$ cat src/rtl/sega_pad_emulator_if.sv
// Connector-side bundle of the Sega MD pad emulator.
// The master side (console/host model and button source) drives SELECT and the
// button vector; the slave side (the emulator) drives the DB9 pin levels and
// the debug phase/mode observation signals.
interface sega_pad_emulator_if;
    logic        sel;      // DB9 pin 7 SELECT, asynchronous to clk
    logic [11:0] buttons;  // {M,X,Y,Z,S,A,C,B,U,D,L,R}, 1 = pressed
    logic        pad_p1;
    logic        pad_p2;
    logic        pad_p3;
    logic        pad_p4;
    logic        pad_p6;
    logic        pad_p9;
    logic [2:0]  phase;    // multiplex phase counter, debug only
    logic        mode6;    // XYZM phase served since the last timeout

    modport master (
        output sel, buttons,
        input  pad_p1, pad_p2, pad_p3, pad_p4, pad_p6, pad_p9, phase, mode6
    );

    modport slave (
        input  sel, buttons,
        output pad_p1, pad_p2, pad_p3, pad_p4, pad_p6, pad_p9, phase, mode6
    );
endinterface

$ cat src/rtl/sega_pad_emulator.sv
// Sega MD 3/6-button pad emulator (pad end of the DB9 link).
// SELECT is synchronised, its falling edges step a 0..4 multiplex phase, and the
// six DB9 data pins are registered from the live button vector.
// Optional feature macro: SEGA_PAD_SIX_BUTTON_EN. When defined, the six-button
// phase sequence, idle timeout and mode6 flag are built; otherwise the block is
// a plain 3-button pad with phase and mode6 tied to 0.
module sega_pad_emulator #(
    parameter int CLK_MHZ    = 84,
    parameter int TIMEOUT_US = 1500
) (
    input  logic                 clk,
    input  logic                 rst_n,
    sega_pad_emulator_if.slave   pad
);

    typedef enum logic [2:0] {PH0, PH1, PH2, PH3, PH4} phase_t;

    typedef struct packed {
        logic m, x, y, z, s, a, c, b, u, d, l, r;
    } buttons_t;

    buttons_t   btn;
    logic       sel_m;
    logic       sel_s;
    phase_t     phase_nxt;
    logic [5:0] pins_nxt;   // {p1,p2,p3,p4,p6,p9}
    logic [5:0] pins_q;

    assign btn = pad.buttons;

    // Two-stage synchroniser for the asynchronous SELECT input.
    // NOTE: state is updated with non-blocking assignments so every flop samples
    // the pre-edge value of its neighbour; blocking here would collapse the chain.
    always_ff @(posedge clk or negedge rst_n) begin
        if (!rst_n) begin
            sel_m <= 1'b1;
            sel_s <= 1'b1;
        end else begin
            sel_m <= pad.sel;
            sel_s <= sel_m;
        end
    end

`ifdef SEGA_PAD_SIX_BUTTON_EN
    localparam logic [19:0] IDLE_TERM = 20'(CLK_MHZ * TIMEOUT_US - 1);

    logic        sel_d;
    logic        sel_edge;
    logic        sel_fall;
    logic        timeout;
    logic [19:0] idle_cnt;
    phase_t      phase_q;
    phase_t      phase_base;
    logic        mode6_q;
    logic        mode6_nxt;

    assign sel_edge = sel_s ^ sel_d;
    assign sel_fall = sel_d & ~sel_s;
    assign timeout  = (idle_cnt == IDLE_TERM);

    // Edge history and saturating select-idle timer.
    always_ff @(posedge clk or negedge rst_n) begin
        if (!rst_n) begin
            sel_d    <= 1'b1;
            idle_cnt <= '0;
        end else begin
            sel_d <= sel_s;
            if (sel_edge)
                idle_cnt <= '0;
            else if (!timeout)
                idle_cnt <= idle_cnt + 20'd1;
        end
    end

    // Phase/mode6 next state: the timeout resets first, then a falling edge advances.
    // NOTE: every combinational output gets a default before any branch, so no
    // path leaves it unassigned and no latch is inferred.
    always_comb begin
        phase_base = timeout ? PH0 : phase_q;
        phase_nxt  = phase_base;
        if (sel_fall) begin
            case (phase_base)
                PH0:     phase_nxt = PH1;
                PH1:     phase_nxt = PH2;
                PH2:     phase_nxt = PH3;
                PH3:     phase_nxt = PH4;
                default: phase_nxt = PH1;
            endcase
        end
        mode6_nxt = mode6_q;
        if (timeout)
            mode6_nxt = 1'b0;
        if (sel_s && phase_nxt == PH3)
            mode6_nxt = 1'b1;
    end

    // Phase and mode6 state registers.
    always_ff @(posedge clk or negedge rst_n) begin
        if (!rst_n) begin
            phase_q <= PH0;
            mode6_q <= 1'b0;
        end else begin
            phase_q <= phase_nxt;
            mode6_q <= mode6_nxt;
        end
    end

    assign pad.phase = phase_q;
    assign pad.mode6 = mode6_q;
`else
    assign phase_nxt = PH0;
    assign pad.phase = 3'd0;
    assign pad.mode6 = 1'b0;
`endif

    // Pin mapping from live buttons; uses the phase being entered this cycle so
    // the registered pins and the phase counter always agree.
    always_comb begin
        pins_nxt = {~btn.u, ~btn.d, ~btn.l, ~btn.r, ~btn.b, ~btn.c};
        if (sel_s) begin
            if (phase_nxt == PH3)
                pins_nxt = {~btn.z, ~btn.y, ~btn.x, ~btn.m, ~btn.b, ~btn.c};
        end else begin
            case (phase_nxt)
                PH3:     pins_nxt = {4'b0000, ~btn.a, ~btn.s};
                PH4:     pins_nxt = {4'b1111, ~btn.a, ~btn.s};
                default: pins_nxt = {~btn.u, ~btn.d, 2'b00, ~btn.a, ~btn.s};
            endcase
        end
    end

    // Output register for the DB9 pin levels (released = 1 in reset).
    always_ff @(posedge clk or negedge rst_n) begin
        if (!rst_n)
            pins_q <= 6'h3F;
        else
            pins_q <= pins_nxt;
    end

    assign pad.pad_p1 = pins_q[5];
    assign pad.pad_p2 = pins_q[4];
    assign pad.pad_p3 = pins_q[3];
    assign pad.pad_p4 = pins_q[2];
    assign pad.pad_p6 = pins_q[1];
    assign pad.pad_p9 = pins_q[0];

endmodule

$ cat src/flat_wrapper.sv
// flat-port wrapper written by rule: the top's interface ports become plain ports
module sega_pad_emulator_flat 
#(
    parameter int CLK_MHZ    = 84,
    parameter int TIMEOUT_US = 1500
)
  (clk, rst_n, pad_sel, pad_buttons, pad_pad_p1, pad_pad_p2, pad_pad_p3, pad_pad_p4, pad_pad_p6, pad_pad_p9, pad_phase, pad_mode6);
  sega_pad_emulator_if pad_i ();
  input  logic clk;
  input  logic rst_n;
  input wire logic [$bits(pad_i.sel)-1:0] pad_sel;
  input wire logic [$bits(pad_i.buttons)-1:0] pad_buttons;
  output wire logic [$bits(pad_i.pad_p1)-1:0] pad_pad_p1;
  output wire logic [$bits(pad_i.pad_p2)-1:0] pad_pad_p2;
  output wire logic [$bits(pad_i.pad_p3)-1:0] pad_pad_p3;
  output wire logic [$bits(pad_i.pad_p4)-1:0] pad_pad_p4;
  output wire logic [$bits(pad_i.pad_p6)-1:0] pad_pad_p6;
  output wire logic [$bits(pad_i.pad_p9)-1:0] pad_pad_p9;
  output wire logic [$bits(pad_i.phase)-1:0] pad_phase;
  output wire logic [$bits(pad_i.mode6)-1:0] pad_mode6;
  assign pad_i.sel = pad_sel;
  assign pad_i.buttons = pad_buttons;
  assign pad_pad_p1 = pad_i.pad_p1;
  assign pad_pad_p2 = pad_i.pad_p2;
  assign pad_pad_p3 = pad_i.pad_p3;
  assign pad_pad_p4 = pad_i.pad_p4;
  assign pad_pad_p6 = pad_i.pad_p6;
  assign pad_pad_p9 = pad_i.pad_p9;
  assign pad_phase = pad_i.phase;
  assign pad_mode6 = pad_i.mode6;
  sega_pad_emulator #(.CLK_MHZ(CLK_MHZ), .TIMEOUT_US(TIMEOUT_US)) u_core (.clk(clk), .rst_n(rst_n), .pad(pad_i));
endmodule
$ cat config.mk
export PLATFORM = sky130hd
export DESIGN_NAME = sega_pad_emulator_flat
export DESIGN_NICKNAME = d
export VERILOG_FILES = /design/src/rtl/sega_pad_emulator_if.sv /design/src/rtl/sega_pad_emulator.sv /design/src/flat_wrapper.sv
export SDC_FILE = /design/constraint.sdc
export NUM_CORES = 1
export LEC_CHECK = 0
export BUFFER_PORTS_ARGS = -buffer_cell sky130_fd_sc_hd__buf_2
export CORE_AREA = 2 2 39 41
export CTS_CLUSTER_DIAMETER = 60
export DETAILED_ROUTE_END_ITERATION = 10
export DIE_AREA = 0 0 41 43
export PLACE_DENSITY = 0.56
export SLEW_MARGIN = 20
export SYNTH_ARGS = -nofsm -noshare
export SYNTH_HDL_FRONTEND = slang
export SYNTH_SLANG_ARGS = --single-unit
export TNS_END_PERCENT = 1
$ cat constraint.sdc
create_clock -name clk -period 1.08 [get_ports clk]
set_input_delay 0.216 -clock clk [delete_from_list [all_inputs] [get_ports clk]]
set_output_delay 0.216 -clock clk [all_outputs]
set_load 0.01 [all_outputs]
# Word level (Yosys, flattened, before mapping)
# Index checks and enable logic that the tools add are counted.
# W data, S select, Z words.
[word_totals]
elab_cells = 12
input_bits = 15
latchBits = 0
ram_bits = 0
romBits = 0
n_memories = 0
register_bits = 8
out_inout_bits = 10
[op_classes]
n_mul = 0
magnitude_cmp = 0
n_mux = 1
add_sub_neg = 0
n_eq_ne = 0
n_reduce_logical = 0
bitwise_logic = 8
div_mod_pow = 0
n_shift = 0
[ops]
columns = ["op", "n"]
rows = [
  ["$not A1 Y1", 8],
  ["$mux W4", 1],
]

# Logic depth before layout (Yosys ltp)
# Gate-level depths: netlist of run 1.
[logic_depth]
ltp_word = 2
depth_mapped = 1
ltp_nobuf = 1

# Least setup slack after synthesis of run 1
# No wires, ideal clock.
[synth_path]
path_kind = "reg-to-reg"
from = "reg u_core.sel_s"
to = "reg u_core.pins_q[0]"
path_stages_with_launch = 2
setup_ns = 0.075
path_buffers = 0
t_required_ns = 1.005
period_less_slack_ns = 0.778
t_arrival_ns = 0.703
path_slack_ns = 0.302
cell_sequence = "dfstp_2 mux2i_1"
[synth_between]
elab_chain_len = 1
[synth_lines]
columns = ["item", "line_no", "text"]
rows = [
  ["start: declaration", "sega_pad_emulator.sv:24", "logic sel_s;"],
  ["start signal: assignment", "sega_pad_emulator.sv:40", "sel_s <= sel_m;"],
  ["$mux W4", "sega_pad_emulator.sv:120", "if (sel_s) begin"],
  ["net u_core.pins_nxt[0]", "sega_pad_emulator.sv:26", "logic [5:0] pins_nxt;"],
  ["end signal: assignment", "sega_pad_emulator.sv:137", "pins_q <= pins_nxt;"],
  ["end: declaration", "sega_pad_emulator.sv:27", "logic [5:0] pins_q;"],
]
# The timed path passes the listed nets, and every way through them passes these cells.

# Worst setup path in the final report of run 1
[layout_path]
from = "reg u_core.pins_q[1]"
to = "out pad_pad_p6"
[layout_lines]
columns = ["item", "line_no", "text"]
rows = [
  ["end: declaration", "flat_wrapper.sv:17", "output wire logic [$bits(pad_i.pad_p6)-1:0] pad_pad_p6;"],
]
# No word-level cell between the ends.

==> summary.txt, run 1 <==
Final net count: 54
Final Core Density: 31.1%
Leak pwr: 0.219 nW
Setup-failing EPs final: 1
DRC Markers: 0
Synth Instances: 19
Wl on met1: 156 um
Num CTS Buffers: 3
Failing checks: setup timing
Core area: 1380 um2
Area grow syn2layout: 48.9%
Final std cells w/o fill: 53
Via count: 185
Largest net degree at the start of global routing: 9
Cts hold-fix bufs: 0
Pwr Density: 1460 nW/um2
Final WL: 449 um
Setup crit end kind: output port
Final setup margin: -0.00135 ns
RSZ-0062 raised after global routing: true
Vias in the first global route: 158
Worst vdd ir: 0.555 mV
P_int: 501 uW
I/O Buffers: 16
Uppermost layer routed: met3
GPL Wtd Cong: 0.493
Flop pwr share: 54.0%
CP arrival: 0.87 ns
Placed cell area: 370 um2
YS warnings: 0
Seq/Total Area, Yosys: 72.7%
Initial core utilization: 20.9%
Avg Vias per Cell: 3.49
Critical Path Max Stage Delay: 0.53 ns
Tot GR Track Use: 5.70%
Crit Path Max Fanout: 1
Total power: 629 uW
Clk_skew: 0.00154 ns
Most common cell after layout, fill and taps aside: buf_2
Synthesized area: 289 um2
Cell area after layout: 430 um2
Flops & latches, synth: 8
Post-route ant nets: 0
Worst hold path class: in2async
Fin Hold WS: 0.00442 ns
Die area: 1760 um2
Worst skew pair latency: 0.24 ns
Grt ovf: 0
Crit path buf inv count: 1
Die Ht: 43 um
Critical path type: reg2out
Final Max Tran Viols: 0
Slowest stage cell on the critical path: dfstp_2
Router iterations before antenna repair: 1
Min Tclk post-route: 1.08 ns
Clk buf depth: 2
Distinct cells, synth: 6
Detail Route met2 WL: 194 um
Status: complete, but fails checks
Comb pwr share: 11.9%
Layout cells sized above 1: 78.4%
Setup TNS: -0.00135 ns
Top Ports: 25
Fmax: 0.925 GHz
Clock H-tree levels: 1
Final hold violation count: 0
CTS tree: done
First DRT Iteration DRCs: 0
CTS Sinks: 8
Worst-path cell chain: buf_6
Psw: 128 uW
Pre-CTS setup slack: 0.215 ns
Fin crit share: 100%
First-pass GRT wire length: 579 um
Clock Tree Root: clkbuf_4
Switching Share: 20.4%
Avg Cell Area, Syn: 15.2 um2
Placed insts: 50
Post-DR wirelength/cell: 8.47 um
Initial antenna violation count: 0
Cell family with most CP delay: flip-flops
Kind of start point of the critical path: register
Reg clk slew, reported paths: 0.05 ns
Clock Power Share: 34.1%
Ant. Diodes: 0
Row count: 14
Crit path required time: 0.86 ns
Detail Route met3 WL: 98 um
Die width: 41 um
Max-cap violations: 0
Most frequent cells in the layout: buf_2, dfstp_2, buf_6
==> repair_timing <==
item                                   in CTS  in global routing
endpoints found under the hold margin       0                  0
setup endpoints to repair                   6                  6
buffers inserted                            0                  0
gates resized for setup                     6                  0
pin swaps                                   0                  0
==> flip-flops by register name, indices dropped and copies added (netlist names) <==
signal	flops
u_core.sel_m	1
u_core.pins_q	6
u_core.sel_s	1
==> kinds of logic after synthesis <==
| group | share of synthesized area [%] |
|---|---|
| multiplexers | 6.93 |
| flip-flops | 72.7 |
| AND/OR/NAND/NOR | 6.06 |
| other | 1.30 |
| buffers and inverters | 13.0 |
==> power by group through the flow <==
stage | combinational (mW) | sequential, mW | clock, mW
3_3_place_gp | 0.0605 | 0.340 | 0
4_1_cts | 0.0758 | 0.340 | 0.230
2_1_floorplan | 0.0268 | 0.348 | 0
5_1_grt | 0.0836 | 0.341 | 0.241
6_report | 0.0747 | 0.340 | 0.215
3_5_place_dp | 0.0607 | 0.340 | 0
==> metal layers <==
| layer | vias to the layer above | track usage (%) |
|---|---|---|
| met4 | 0 | 2.00 |
| met1 | 79 | 4.36 |
| met2 | 22 | 7.81 |
| met5 | - | 0 |
| met3 | 0 | 7.85 |
| li1 | 84 | - |
==> area by class of cell <==
type                            instances  area [um2]
Tap cell                               16        20.0
Clock buffer                            3        22.5
Timing Repair Buffer                   16         118
Multi-Input combinational cell          8        52.6
Fill cell                             140         953
Inverter                                2        7.51
Sequential cell                         8         210
==> path summary, 6_finish.rpt <==
path                                  start               end  slack, ns  cells past startpoint
setup / recovery           u_core.pins_q[1]        pad_pad_p6     -0.001                      1
setup reg to reg               u_core.sel_s  u_core.pins_q[1]       0.23                      1
min in group clk                    pad_sel      u_core.sel_m       0.07                      1
hold / removal                        rst_n  u_core.pins_q[2]      0.004                      1
hold reg to reg                u_core.sel_m      u_core.sel_s       0.35                      0
max in group asynchronous             rst_n  u_core.pins_q[5]       1.05                      1
==> cell usage after synthesis, drive strengths merged <==
master,number,share of area [%]
conb,1,1.3
and2b,2,6.1
dfstp,8,73
mux2i,2,6.9
inv,2,2.6
buf,4,10
(Power assumes the default switching activity.)
==> run 2: changes to the inputs <==
--- a/config.mk
+++ b/config.mk
@@ -5,12 +5,13 @@
 export SDC_FILE = /design/constraint.sdc
 export NUM_CORES = 1
 export LEC_CHECK = 0
+export ABC_AREA = 1
 export BUFFER_PORTS_ARGS = -buffer_cell sky130_fd_sc_hd__buf_2
 export CORE_AREA = 2 2 39 41
 export CTS_CLUSTER_DIAMETER = 60
 export DETAILED_ROUTE_END_ITERATION = 10
 export DIE_AREA = 0 0 41 43
-export PLACE_DENSITY = 0.56
+export PLACE_DENSITY = 0.57
 export SLEW_MARGIN = 20
 export SYNTH_ARGS = -nofsm -noshare
 export SYNTH_HDL_FRONTEND = slang
==> run 2 against run 1 <==
Against the previous run: worst hold slack gained 0.0036 ns; final cell count grew 17%; power up 0.18%; the run now ends clean; non-clock buffer count did not move; largest power group unchanged; routed wire length down 11%; combinational power is 3.9% higher.
==> summary.txt, run 2 <==
Status: completed
Synth Instances: 28 (+9)
Initial core utilization: 21.7% (+0.81 points)
Placed cell area: 382 um2 (+3.0%)
Largest net degree at the start of global routing: 9 (unchanged)
Via count: 206 (+11%)
Post-CTS Setup Repair Bufs: 0 (unchanged)
Reg clk slew, reported paths: 0.05 ns (about the same)
GPL Wtd Cong: 0.532 (+7.9%)
Initial antenna violation count: 0 (unchanged)
Count leader, synth: dfstp_2
Clk_skew: 0.000642 ns (-0.000895 ns)
Min Tclk post-route: 1.07 ns (-0.0106 ns)
Crit path buf inv count: 1 (unchanged)
Final hold violation count: 0 (unchanged)
Biggest regs: u_core.pins_q (6), u_core.sel_m (1), u_core.sel_s (1)
Row count: 14 (unchanged)
Area grow syn2layout: 47.1%
Worst hold path class: in2async
Final net count: 63 (+17%)
Proportion of netlist area held by the largest area contributor: 70.0% (-2.7 points)
Tot GR Track Use: 6.09% (+0.39 points)
Crit path required time: 0.86 ns (about the same)
Clock Tree Root: clkbuf_4
Most used DFF post-synth: dfstp_2
Cell accounting for the most synthesized area: dfstp_2
Avg Vias per Cell: 3.32 (-4.8%)
Worst skew pair latency: 0.24 ns (about the same)
Flop pwr share: 53.7% (-0.3 points)
Ant. Diodes: 0 (unchanged)
Pre-CTS setup slack: 0.255 ns (+0.0398 ns)
Post-route ant nets: 0 (unchanged)
Synthesized area: 300 um2 (+3.9%)
Router iterations before antenna repair: 1 (unchanged)
Flops & latches, synth: 8 (unchanged)
Slowest stage cell on the critical path: dfstp_2
Top reg by flops: u_core.pins_q
Final setup margin: 0.00925 ns (+0.0106 ns)
DRC Markers: 0 (unchanged)
Clock Power Share: 34.0% (about the same)
Core area: 1380 um2 (unchanged)
Die width: 41 um (unchanged)
Most common cell after layout, fill and taps aside: buf_2
Max-cap violations: 0 (unchanged)
Clk buf depth: 2 (unchanged)
Cell area after layout: 442 um2 (+2.6%)
Max reg flops: 6 (unchanged)
Fmax: 0.934 GHz (+0.99%)
Critical path type: reg2out
Distinct cells, synth: 7 (+1)
Psw: 131 uW (+2.4%)
Grt ovf: 0 (unchanged)
RSZ-0062 raised after global routing: true
Vias in the first global route: 179 (+13%)
Worst vdd ir: 0.573 mV (+3.3%)
Fin crit share: 99.1% (-0.98 points)
FF/Latch Area: 210 um2 (unchanged)
Comb pwr share: 12.3% (+0.4 points)
Setup-failing EPs final: 0 (-1)
YS warnings: 0 (unchanged)
Final Max Tran Viols: 0 (unchanged)
Kind of start point of the critical path: register
First DRT Iteration DRCs: 0 (unchanged)
Multi-input gate area: 45.0 um2 (-14%)
Leak pwr: 0.244 nW (+12%)
Ranking of synthesized cells by area: dfstp_2, buf_4, inv_1
Asr flop ratio synth: 100% (unchanged)
First-pass GRT wire length: 621 um (+7.3%)
I/O Buffers: 16 (unchanged)
P_int: 499 uW (-0.38%)
Seq/Total Area, Yosys: 70.0% (-2.7 points)
Post-DR wirelength/cell: 6.45 um (-24%)
Synth cell count leaders: dfstp_2, inv_1, nand2_1
Most frequent cells in the layout: buf_2, dfstp_2, inv_1, nand2_1, buf_6
CP arrival: 0.85 ns (-0.02 ns)
Die Ht: 43 um (unchanged)
Critical Path Max Stage Delay: 0.52 ns (about the same)
DP HPWL: 346 um
Worst-path cell chain: buf_6
Total power: 631 uW (+0.18%)
Top Ports: 25 (unchanged)
Pwr Density: 1430 nW/um2 (-2.4%)
Cts hold-fix bufs: 0 (unchanged)
Switching Share: 20.8% (+0.45 points)
Fillers: 144 (+2.9%)
Post-synth EDFFs: 0 (unchanged)
Die area: 1760 um2 (unchanged)
Setup crit end kind: output port
Final WL: 400 um (-11%)
Crit Path Max Fanout: 1 (unchanged)
Clock H-tree levels: 1 (unchanged)
CTS tree: done
Cell family with most CP delay: flip-flops
Num CTS Buffers: 3 (unchanged)
Avg Cell Area, Syn: 10.7 um2 (-29%)
CTS Sinks: 8 (unchanged)
Layout cells sized above 1: 60.9% (-18 points)
-- run 2: cell count changes after synthesis --
cell     change
and2b_2      -2
inv_1        +4
inv_2        +1
mux2i_1      -2
nand2_1      +6
nor2_1       +2
-- run 2: power by group through the flow --
stage	clock network [mW]	registers, mW	logic, mW
6_report	0.215	0.338	0.0776
4_1_cts	0.230	0.339	0.0792
3_3_place_gp	0	0.339	0.0632
2_1_floorplan	0	0.348	0.0295
3_5_place_dp	0	0.339	0.0641
5_1_grt	0.244	0.340	0.0877
-- run 2: repair_timing --
action                                 in CTS  in global routing
endpoints found under the hold margin       0                  0
gates resized for setup                     6                  0
setup endpoints to repair                   6                  6
-- run 2: final cells by class --
| class | count | share of cell area, % |
|---|---|---|
| clock buffer | 3 | 5.10 |
| inverter | 7 | 5.95 |
| multi-input combinational | 12 | 10.2 |
| sequential | 8 | 47.6 |
| tap | 16 | 4.53 |
| timing repair buffer | 16 | 26.6 |
-- run 2: routing by layer --
metal | vias to the layer above | global-route usage, % | share of wire (%)
met2 | 11 | 8.75 | 56
met4 | 0 | 0 | 0
li1 | 106 | - | -
met1 | 89 | 4.67 | 32
met3 | 0 | 9.42 | 11
met5 | - | 0 | 0
-- run 2: path summary, 6_finish.rpt --
| check | startpoint | endpoint | slack (ns) | depth (start not counted) |
|---|---|---|---|---|
| hold / removal | rst_n | u_core.pins_q[0] | 0.008 | 1 |
| max in group asynchronous | rst_n | u_core.sel_m | 1.05 | 1 |
| setup / recovery | u_core.pins_q[5] | pad_pad_p1 | 0.009 | 1 |
| setup reg to reg | u_core.sel_s | u_core.pins_q[0] | 0.33 | 3 |
| min in group clk | pad_sel | u_core.sel_m | 0.07 | 1 |
| hold reg to reg | u_core.sel_m | u_core.sel_s | 0.35 | 0 |
-- run 2: kinds of logic after synthesis --
group / share of synthesized area (%)
buf+inv: 18.7
flops: 70.0
simple gates: 10.0
other cells: 1.25
-- run 2: metrics by stage --
stage                     TNS [ns]  util [%]  hold WS (ns)  instances
final                            0      31.9       0.00805         62
after global routing        -0.114      31.9        0.0172         62
after CTS                  -0.0344      31.9       0.00607         62
after detailed placement         0      27.6         0.276         59
after global placement           0      27.6         0.269         59
after floorplan                  0         -        0.0682         31
